## config.mk

```make
export PLATFORM = sky130hd
export DESIGN_NAME = jpeg_rle_symbolizer
export DESIGN_NICKNAME = d
export VERILOG_FILES = /design/src/rtl/jpeg_rle_symbolizer.sv
export SDC_FILE = /design/constraint.sdc
export NUM_CORES = 2
export LEC_CHECK = 0
export CAP_MARGIN = 20
export CORE_ASPECT_RATIO = 0.7
export CORE_MARGIN = 1
export CORE_UTILIZATION = 54
export CTS_BUF_LIST = sky130_fd_sc_hd__clkbuf_4 sky130_fd_sc_hd__clkbuf_8
export DETAILED_ROUTE_END_ITERATION = 7
export PLACE_DENSITY_LB_ADDON = 0.15
export SLEW_MARGIN = 5
export SYNTH_ARGS = -nofsm -noshare
export SYNTH_HDL_FRONTEND = slang
export SYNTH_SLANG_ARGS = --single-unit
export TNS_END_PERCENT = 100
```

## constraint.sdc

```tcl
create_clock -name clock -period 5.8 [get_ports clock]
set_clock_uncertainty 0.15 [all_clocks]
set_input_delay 0.58 -clock clock [delete_from_list [all_inputs] [get_ports clock]]
set_output_delay 0.58 -clock clock [all_outputs]
set_load 0.05 [all_outputs]
```

## src/rtl/jpeg_rle_symbolizer.sv

```systemverilog
// JPEG run-length symbolizer: turns one zigzag-ordered, DC-differenced block of
// 64 coefficients into (run, size, amplitude) symbols, with ZRL and EOB
// generation, at most one symbol per cycle.
module jpeg_rle_symbolizer #(
  parameter int unsigned COEF_WIDTH = 10,
  parameter int unsigned NUM_COEF   = 64
) (
  input  logic                           clock,
  input  logic                           reset_n,
  input  logic                           block_valid,
  output logic                           block_ready,
  input  logic [COEF_WIDTH*NUM_COEF-1:0] block_data,
  output logic                           sym_valid,
  input  logic                           sym_ready,
  output logic                           sym_is_dc,
  output logic [3:0]                     sym_run,
  output logic [3:0]                     sym_size,
  output logic [COEF_WIDTH-1:0]          sym_amp,
  output logic                           sym_last,
  output logic                           busy
);

  localparam int unsigned IdxW = $clog2(NUM_COEF);
  localparam logic [IdxW-1:0] LastIdx = IdxW'(NUM_COEF - 1);

  // StDc: DC symbol sits in the output register; scanning of AC coefficients
  // starts as soon as it drains. StDrain: final symbol waits for its handshake.
  typedef enum logic [2:0] {
    StIdle,
    StDc,
    StAc,
    StEob,
    StDrain
  } state_e;

  state_e                          state_q, state_d;
  logic [COEF_WIDTH*NUM_COEF-1:0]  shadow_q, shadow_d;
  logic [IdxW-1:0]                 idx_q, idx_d;
  logic [5:0]                      run_q, run_d;

  logic                  sym_valid_q, sym_valid_d;
  logic                  sym_is_dc_q, sym_is_dc_d;
  logic [3:0]            sym_run_q, sym_run_d;
  logic [3:0]            sym_size_q, sym_size_d;
  logic [COEF_WIDTH-1:0] sym_amp_q, sym_amp_d;
  logic                  sym_last_q, sym_last_d;

  // Magnitude category: bit length of |v|.
  function automatic logic [3:0] coef_size(input logic [COEF_WIDTH-1:0] v);
    logic [COEF_WIDTH:0] ext;
    logic [COEF_WIDTH:0] mag;
    logic [3:0]          size;
    ext  = {v[COEF_WIDTH-1], v};
    mag  = ext[COEF_WIDTH] ? (~ext + 1'b1) : ext;
    size = 4'd0;
    for (int i = 0; i < int'(COEF_WIDTH) + 1; i++) begin
      if (mag[i]) size = 4'(i + 1);
    end
    return size;
  endfunction

  // Amplitude bits: v when positive, else low `size` bits of (v - 1).
  function automatic logic [COEF_WIDTH-1:0] coef_amp(input logic [COEF_WIDTH-1:0] v,
                                                     input logic [3:0]            size);
    logic [COEF_WIDTH:0] ext;
    logic [COEF_WIDTH:0] dec;
    logic [COEF_WIDTH:0] mask;
    ext  = {v[COEF_WIDTH-1], v};
    dec  = ext - 1'b1;
    mask = {(COEF_WIDTH + 1){1'b1}} >> (int'(COEF_WIDTH) + 1 - int'(size));
    if (!v[COEF_WIDTH-1] && (v != '0)) return v;
    return dec[COEF_WIDTH-1:0] & mask[COEF_WIDTH-1:0];
  endfunction

  logic [COEF_WIDTH-1:0] dc_coef;
  logic [COEF_WIDTH-1:0] cur_coef;
  logic [3:0]            dc_size;
  logic [3:0]            cur_size;
  logic                  sym_free;

  logic                  ld_en;
  logic                  clr_en;
  logic                  ld_is_dc;
  logic [3:0]            ld_run;
  logic [3:0]            ld_size;
  logic [COEF_WIDTH-1:0] ld_amp;
  logic                  ld_last;

  assign dc_coef  = block_data[COEF_WIDTH-1:0];
  assign cur_coef = shadow_q[int'(idx_q)*int'(COEF_WIDTH) +: COEF_WIDTH];
  assign dc_size  = coef_size(dc_coef);
  assign cur_size = coef_size(cur_coef);
  // Output register may take a new symbol when empty or being consumed now.
  assign sym_free = !sym_valid_q || sym_ready;

  // Next-state, scan bookkeeping and symbol register load/clear decisions.
  always_comb begin
    state_d  = state_q;
    shadow_d = shadow_q;
    idx_d    = idx_q;
    run_d    = run_q;
    ld_en    = 1'b0;
    clr_en   = 1'b0;
    ld_is_dc = 1'b0;
    ld_run   = 4'd0;
    ld_size  = 4'd0;
    ld_amp   = '0;
    ld_last  = 1'b0;

    unique case (state_q)
      StIdle: begin
        if (block_valid) begin
          shadow_d = block_data;
          ld_en    = 1'b1;
          ld_is_dc = 1'b1;
          ld_size  = dc_size;
          ld_amp   = coef_amp(dc_coef, dc_size);
          idx_d    = IdxW'(1);
          run_d    = 6'd0;
          state_d  = StDc;
        end
      end
      StDc, StAc: begin
        if (sym_free) begin
          if (cur_coef == '0) begin
            clr_en  = 1'b1;
            run_d   = run_q + 6'd1;
            idx_d   = idx_q + IdxW'(1);
            state_d = (idx_q == LastIdx) ? StEob : StAc;
          end else if (run_q >= 6'd16) begin
            ld_en   = 1'b1;
            ld_run  = 4'd15;
            run_d   = run_q - 6'd16;
            state_d = StAc;
          end else begin
            ld_en   = 1'b1;
            ld_run  = run_q[3:0];
            ld_size = cur_size;
            ld_amp  = coef_amp(cur_coef, cur_size);
            ld_last = (idx_q == LastIdx);
            run_d   = 6'd0;
            idx_d   = idx_q + IdxW'(1);
            state_d = (idx_q == LastIdx) ? StDrain : StAc;
          end
        end
      end
      StEob: begin
        if (sym_free) begin
          ld_en   = 1'b1;
          ld_last = 1'b1;
          run_d   = 6'd0;
          state_d = StDrain;
        end
      end
      StDrain: begin
        if (sym_ready) begin
          clr_en  = 1'b1;
          idx_d   = '0;
          run_d   = 6'd0;
          state_d = StIdle;
        end
      end
      default: state_d = StIdle;
    endcase
  end

  // Symbol output register: load a new symbol, clear after consumption, else hold.
  always_comb begin
    sym_valid_d = sym_valid_q;
    sym_is_dc_d = sym_is_dc_q;
    sym_run_d   = sym_run_q;
    sym_size_d  = sym_size_q;
    sym_amp_d   = sym_amp_q;
    sym_last_d  = sym_last_q;
    if (ld_en) begin
      sym_valid_d = 1'b1;
      sym_is_dc_d = ld_is_dc;
      sym_run_d   = ld_run;
      sym_size_d  = ld_size;
      sym_amp_d   = ld_amp;
      sym_last_d  = ld_last;
    end else if (clr_en) begin
      sym_valid_d = 1'b0;
      sym_is_dc_d = 1'b0;
      sym_run_d   = 4'd0;
      sym_size_d  = 4'd0;
      sym_amp_d   = '0;
      sym_last_d  = 1'b0;
    end
  end

  // State and datapath registers; reset drops any block in flight.
  always_ff @(posedge clock or negedge reset_n) begin
    if (!reset_n) begin
      state_q     <= StIdle;
      shadow_q    <= '0;
      idx_q       <= '0;
      run_q       <= 6'd0;
      sym_valid_q <= 1'b0;
      sym_is_dc_q <= 1'b0;
      sym_run_q   <= 4'd0;
      sym_size_q  <= 4'd0;
      sym_amp_q   <= '0;
      sym_last_q  <= 1'b0;
    end else begin
      state_q     <= state_d;
      shadow_q    <= shadow_d;
      idx_q       <= idx_d;
      run_q       <= run_d;
      sym_valid_q <= sym_valid_d;
      sym_is_dc_q <= sym_is_dc_d;
      sym_run_q   <= sym_run_d;
      sym_size_q  <= sym_size_d;
      sym_amp_q   <= sym_amp_d;
      sym_last_q  <= sym_last_d;
    end
  end

  assign block_ready = (state_q == StIdle);
  assign busy        = (state_q != StIdle);
  assign sym_valid   = sym_valid_q;
  assign sym_is_dc   = sym_is_dc_q;
  assign sym_run     = sym_run_q;
  assign sym_size    = sym_size_q;
  assign sym_amp     = sym_amp_q;
  assign sym_last    = sym_last_q;

endmodule

```

# After elaboration in Yosys (flattened, before gate mapping)
# Index checks and enable logic that the tools add are counted.
# Widths: inputs -> output; s select.
dict set report word_totals {
  regBits 676
  mem_bits_rw 0
  memories 0
  mem_bits_ro 0
  output_inout_bits 23
  latch_bits 0
  in_bits 644
}
dict set report op_classes {
  n_lt_le_gt_ge 1
  n_div 0
  n_mux 94
  bitwise 4
  n_reduce_logical 19
  addsub 9
  multipliers 1
  n_eq_ne 10
  shifts 3
}
# operator count
set ops {}
lappend ops {{$shiftx 640x11->10} 1}
lappend ops {{$mux 4} 30}
lappend ops {{$mux 10} 10}
lappend ops {{$shr 11x32->10 const A} 2}
lappend ops {{$mux 6} 10}
lappend ops {{$mux 1} 26}
lappend ops {{$pmux 6 s4} 1}
lappend ops {{$add 11x1->11 const B} 2}
lappend ops {{$mux 11} 2}
lappend ops {{$not 11->11} 2}
lappend ops {{$mux 3} 7}
lappend ops {{$and 10x10->10} 2}
lappend ops {{$pmux 10 s2} 1}
lappend ops {{$reduce_bool 10->1} 2}
lappend ops {{$sub 10x2->10 const B} 2}
lappend ops {{$pmux 6 s3} 1}
lappend ops {{$add 6x1->6 const B} 2}
lappend ops {{$pmux 3 s4} 1}
lappend ops {{$logic_not 10->1} 1}
lappend ops {{$reduce_and 5->1} 2}
lappend ops {{$sub 4x4->5 const A} 2}
lappend ops {{$mul 6x3->9 const B} 1}
lappend ops {{$ne 2x2->1 const B} 4}
lappend ops {{$pmux 4 s2} 1}
lappend ops {{other kinds (20)} 26}

# Depth between registers and ports, before layout
dict set report logic_depth {
  ltp_word 25
  depth_mapped 24
  depth_no_buf 20
}

# Worst setup path after synthesis
# No wires, ideal clock.
dict set report synth_path {
  kind {register -> register}
  start {register idx_q[0]}
  end {register sym_amp_q[6], in the netlist sym_amp[6]}
  required_ps 5549
  setup_time_ps 101
  slack_ps 1241
  t_arrival_ps 4308
  stages_incl_launch_ff 21
  path_cell_list {dfrtp_1 buf_6 buf_8 buf_6 mux2_2 a211oi_1 o2111ai_1 and3_1 and3_1 inv_1 ha_1 nand4_1 o211ai_2 o211ai_2 nand2b_4 ha_1 nor2_1 nand2_1 nor4_1 a21oi_1 o311ai_2}
}
dict set report synth_via {
  elab_chain_len 25
  elab_cells_between_ends 43
}
# item line_no
set synth_lines {}
lappend synth_lines {{start: declaration} 38} ;# logic [IdxW-1:0] idx_q, idx_d;
lappend synth_lines {{start signal: assignment} 208} ;# idx_q <= idx_d;
lappend synth_lines {{$mul 6x3->9 (*)} 90} ;# assign cur_coef = shadow_q[int'(idx_q)*int'(COEF_WIDTH) +: COEF_WIDTH];
lappend synth_lines {{$shiftx 640x11->10 (*)} 90}
lappend synth_lines {{$not 11->11} 54} ;# mag = ext[COEF_WIDTH] ? (~ext + 1'b1) : ext;
lappend synth_lines {{$add 11x1->11} 54}
lappend synth_lines {{$mux 11} 54}
lappend synth_lines {{$mux 1} 57} ;# if (mag[i]) size = 4'(i + 1);
lappend synth_lines {{$mux 4 (10 in a row)} 57}
lappend synth_lines {{$sub 4x4->5} 70} ;# mask = {(COEF_WIDTH + 1){1'b1}} >> (int'(COEF_WIDTH) + 1 - int'(size));
lappend synth_lines {{$shr 11x32->10} 70}
lappend synth_lines {{$and 10x10->10} 72} ;# return dec[COEF_WIDTH-1:0] & mask[COEF_WIDTH-1:0];
lappend synth_lines {{$mux 10} 72}
lappend synth_lines {{$mux 10} 130} ;# end else if (run_q >= 6'd16) begin
lappend synth_lines {{$mux 10} 125} ;# if (cur_coef == '0) begin
lappend synth_lines {{$mux 10} 124} ;# if (sym_free) begin
lappend synth_lines {{$pmux 10 s2} 110} ;# unique case (state_q)
lappend synth_lines {{$mux 10} 175} ;# if (ld_en) begin
lappend synth_lines {{end signal: assignment} 214} ;# sym_amp_q <= sym_amp_d;
lappend synth_lines {{end: declaration} 45} ;# logic [COEF_WIDTH-1:0] sym_amp_q, sym_amp_d;
# Every way passes the cells marked *; elsewhere a longest branch is shown, timed or not. The select of a mux whose other input is x is not followed.
# A chain may end at the register's enable or synchronous reset.

# Worst setup path after layout
# Ends and elaborated chain as after synthesis.

==> flow_summary.yaml <==
status:
  status: "finished clean"
worst_setup_path:
  critPathMaxFanout: 21
  crit_arrival_ps: 6070
  ff2ff_path_depth: 16
  required_ps: 6260
  regToRegSetupSlack_ps: 190
  r2r-end: "sym_amp[6]"
  end_kind: "flop"
  slowest_delay_ps: 710
  cp_cell_sequence: "buf_4 -> mux4_1 -> mux2i_1 -> a221oi_1 -> a22oi_2 -> and2_1 -> nand2_2 -> o41ai_2 -> o211ai_2 -> nand2b_4 -> ha_1 -> nor2_1 -> nand2_1 -> nor4_1 -> a21oi_1 -> o311ai_2"
  crit_slowest_cell: "dfrtp_4"
  r2r-start: "idx_q[0]"
  cp-start-kind: "flop"
  crit_type: "reg -> reg"
sta:
  setup_tns_ps: 0
  setup_viol: 0
  fin_crit_sh: 0.9668
  setup_ws_ps: 192.5
  hold_viol_final: 0
  relSlewSlack: 0.2703
  layout_min_cycle_time_ps: 5608
  worst_slew_pin_slew_ps: 1095
  drv_slew: 0
  max_freq_mhz: 178.3
placed_design:
  dpl-instance-area_um2: 40160
  post-place-ws_ps: 393.6
  place_congestion: 1.002
  dp_cells: 4943
  hpwl_mm: 90.01
  port_buffers: 666
hold_path:
  min_path_type: "in -> reg"
  hold_depth: 3
  worstHoldEndpoint: "shadow_q[529]"
  min_from: "block_data[529]"
logic_synthesis:
  synth.distinct_cells: 103
  synth-main-ff-cell: "dfrtp_1"
  synth.cell_area_um2: 32870
  synth-edff-count: 0
  avgSynthCellArea_um2: 9.074
  yosysWarnings: 0
  yosysSeqAreaShare: 0.5146
  synth_cells: 3623
  synth-async-reset-ratio: 1.000
  ys_seq_elements: 676
  synthesis.nets: 4276
clock_network:
  cts_tree: "built"
  path_clk_slew_ps: 70
  numCtsBuffers: 100
  clkLatencyLatePin_ps: 720
  cts_max_path_buffers: 3
  numClockSinks: 676
  h-tree-depth: 3
  clock-root-buffer: "clkbuf_8"
cells_and_area:
  area_growth_pct: 29.34
  drive_above_1_share: 0.1022
  num-nets-final: 4892
  multiInputGateArea_um2: 14760
  regArea_um2: 16930
  final_common_cell: "nand2_1"
  final_cell_mix: "1975 x nand2_1, 672 x dfrtp_1, 665 x clkdlybuf4s50_1"
  fin_cells: 5135
  fin_area_um2: 42520
  post-route-util: 0.7080
  fillers: 4628
grt:
  antenna_found_initial: 4
  grt_max_degree: 193
  grt_pass1_wl_mm: 178.3
  grt_overflow: 0
  grt_usage: 0.3872
  grt_pass1_vias: 28450
detailed_routing:
  dr.first_iter.drc_count: 3549
  ant_nets: 0
  vias: 29590
  viasPerCell: 5.762
  wl_per_cell_um: 23.38
  totalWireLength_mm: 120.1
  drt_first_pass_iters: 6
  drc_errors: 0
pwr:
  seqPwrFrac: 0.358
  power.share.clock: 0.182
  internal_power_uw: 13810
  cellPowerDensity_nw_per_um2: 570.1
  p_switching_uw: 10430
  combPwrFrac: 0.460
  ir_drop_v: 0.0004145
  p_sw_frac: 0.4301
  total_leakage_power_uw: 0.02071
floorplanning:
  fp.dieW_um: 296.9
  ios: 667
  num_rows: 75
  die_h_um: 208.4
  design.die.area_um2: 61880
  initial_core_util: 0.5474
  core_um2: 60060
job:
  cap_violations: 0
[kinds of logic (layout without fill, tap and decap cells)]
logic type	after synthesis	count (layout)	share of synthesized area
XOR/XNOR	12	12	0.003197
AND/OR/NAND/NOR	2188	2188	0.2633
AO/OA/AOI/OAI	271	271	0.06212
other	0	3	0
buffers and inverters	252	953	0.03707
multiplexers	213	213	0.1157
adder cells (fa/ha/maj)	11	11	0.004111
flip-flops	676	676	0.5146
[how the worst max path moves through the flow]
stage | startpoint | endpoint | slack, ps | cells after the start
5_1_grt | idx_q[0] | sym_amp[6] | -9 | 19
3_5_place_dp | idx_q[0] | sym_amp[6] | 390 | 16
2_1_floorplan | idx_q[0] | sym_amp[6] | 1240 | 20
4_1_cts | idx_q[0] | sym_amp[6] | 360 | 16
3_3_place_gp | idx_q[0] | sym_amp[6] | 510 | 16
6_report | idx_q[0] | sym_amp[6] | 190 | 16
[worst max-delay path: cells and delay by family (launching register included)]
kind            cells  cell delay (ps)
fa+ha+maj           1              400
flops               1              710
buf+inv             1              360
compound gates      6             1500
mux                 2             1080
simple gates        6             1260
[sequential cells by signal, indices dropped and copies added, names as in the netlist, 3 cells and up]
signal,count
idx_q,6
run_q,6
shadow_q,640
state_q,3
sym_amp,10
sym_run,4
sym_size,4
[power by group through the flow]
stage          Clock (uW)  Combinational, uW  Sequential [uW]
2_1_floorplan           0               7590             7890
3_3_place_gp            0              10700             8650
3_5_place_dp            0              10900             8600
4_1_cts              4430              10900             8570
5_1_grt              4630              12000             8830
6_report             4410              11200             8680
[cells in the mapped netlist (6+ instances only)]
| cell type | number | area (um^2) |
|---|---|---|
| dfrtp_1 | 676 | 16920 |
| inv_1 | 21 | 78.83 |
| nand2_1 | 1976 | 7417 |
| a22oi_1 | 36 | 270.3 |
| a21o_1 | 6 | 45.04 |
| a221oi_1 | 11 | 96.34 |
| buf_12 | 6 | 120.1 |
| nor3_1 | 14 | 70.07 |
| and3_1 | 11 | 68.82 |
| mux2_2 | 13 | 146.4 |
| nor2_1 | 53 | 198.9 |
| xnor2_1 | 10 | 87.58 |
| o22ai_1 | 14 | 87.58 |
| nand2b_1 | 19 | 118.9 |
| nor2b_1 | 15 | 93.84 |
| ha_1 | 9 | 112.6 |
| a22o_1 | 10 | 87.58 |
| mux4_1 | 16 | 420.4 |
| a21oi_1 | 31 | 155.2 |
| o221ai_1 | 9 | 78.83 |
| and2_1 | 13 | 81.33 |
| o31ai_1 | 9 | 67.56 |
| mux4_2 | 111 | 2500 |
| clkbuf_1 | 174 | 653.1 |
| buf_6 | 12 | 135.1 |
| buf_4 | 10 | 75.07 |
| a31oi_1 | 8 | 50.05 |
| o21ai_0 | 45 | 225.2 |
| nand3_1 | 20 | 100.1 |
| o22a_1 | 6 | 52.55 |
| buf_2 | 20 | 100.1 |
| mux2i_1 | 69 | 690.7 |
| nand4_1 | 12 | 75.07 |
| nor4_1 | 8 | 50.05 |
| a211oi_1 | 12 | 90.09 |
| or3_1 | 9 | 56.30 |
[layer usage]
metal	global-route usage	vias up	wire length [um]
li1	-	13150	-
met1	0.5637	14450	49600
met2	0.5494	1710	51680
met3	0.1018	277	13560
met4	0.1653	2	5222
met5	0	-	9
[layout make-up]
cell class | count | area share
Tap cell | 808 | 0.02378
Sequential cell | 676 | 0.3982
Clock inverter | 20 | 0.005974
Clock buffer | 167 | 0.04861
Multi-Input combinational cell | 2695 | 0.3471
Timing Repair Buffer | 741 | 0.1740
Inverter | 25 | 0.002207
Antenna cell | 3 | 0.0001766
[what timing repair did]
item	in CTS	in global routing
hold endpoints to repair	86	0
hold buffers	1	0
resized for setup	0	0
setup endpoints to repair	0	1
buffers inserted	0	1
[through the flow]
stage               hold slack, ps  total power (uW)
floorplan                    134.4             15490
detailed placement           304.9             19480
global route                 202.0             25510
CTS                          179.4             23920
global placement             302.0             19320
finish                       221.5             24240
Power figures use the tool's default switching activity.
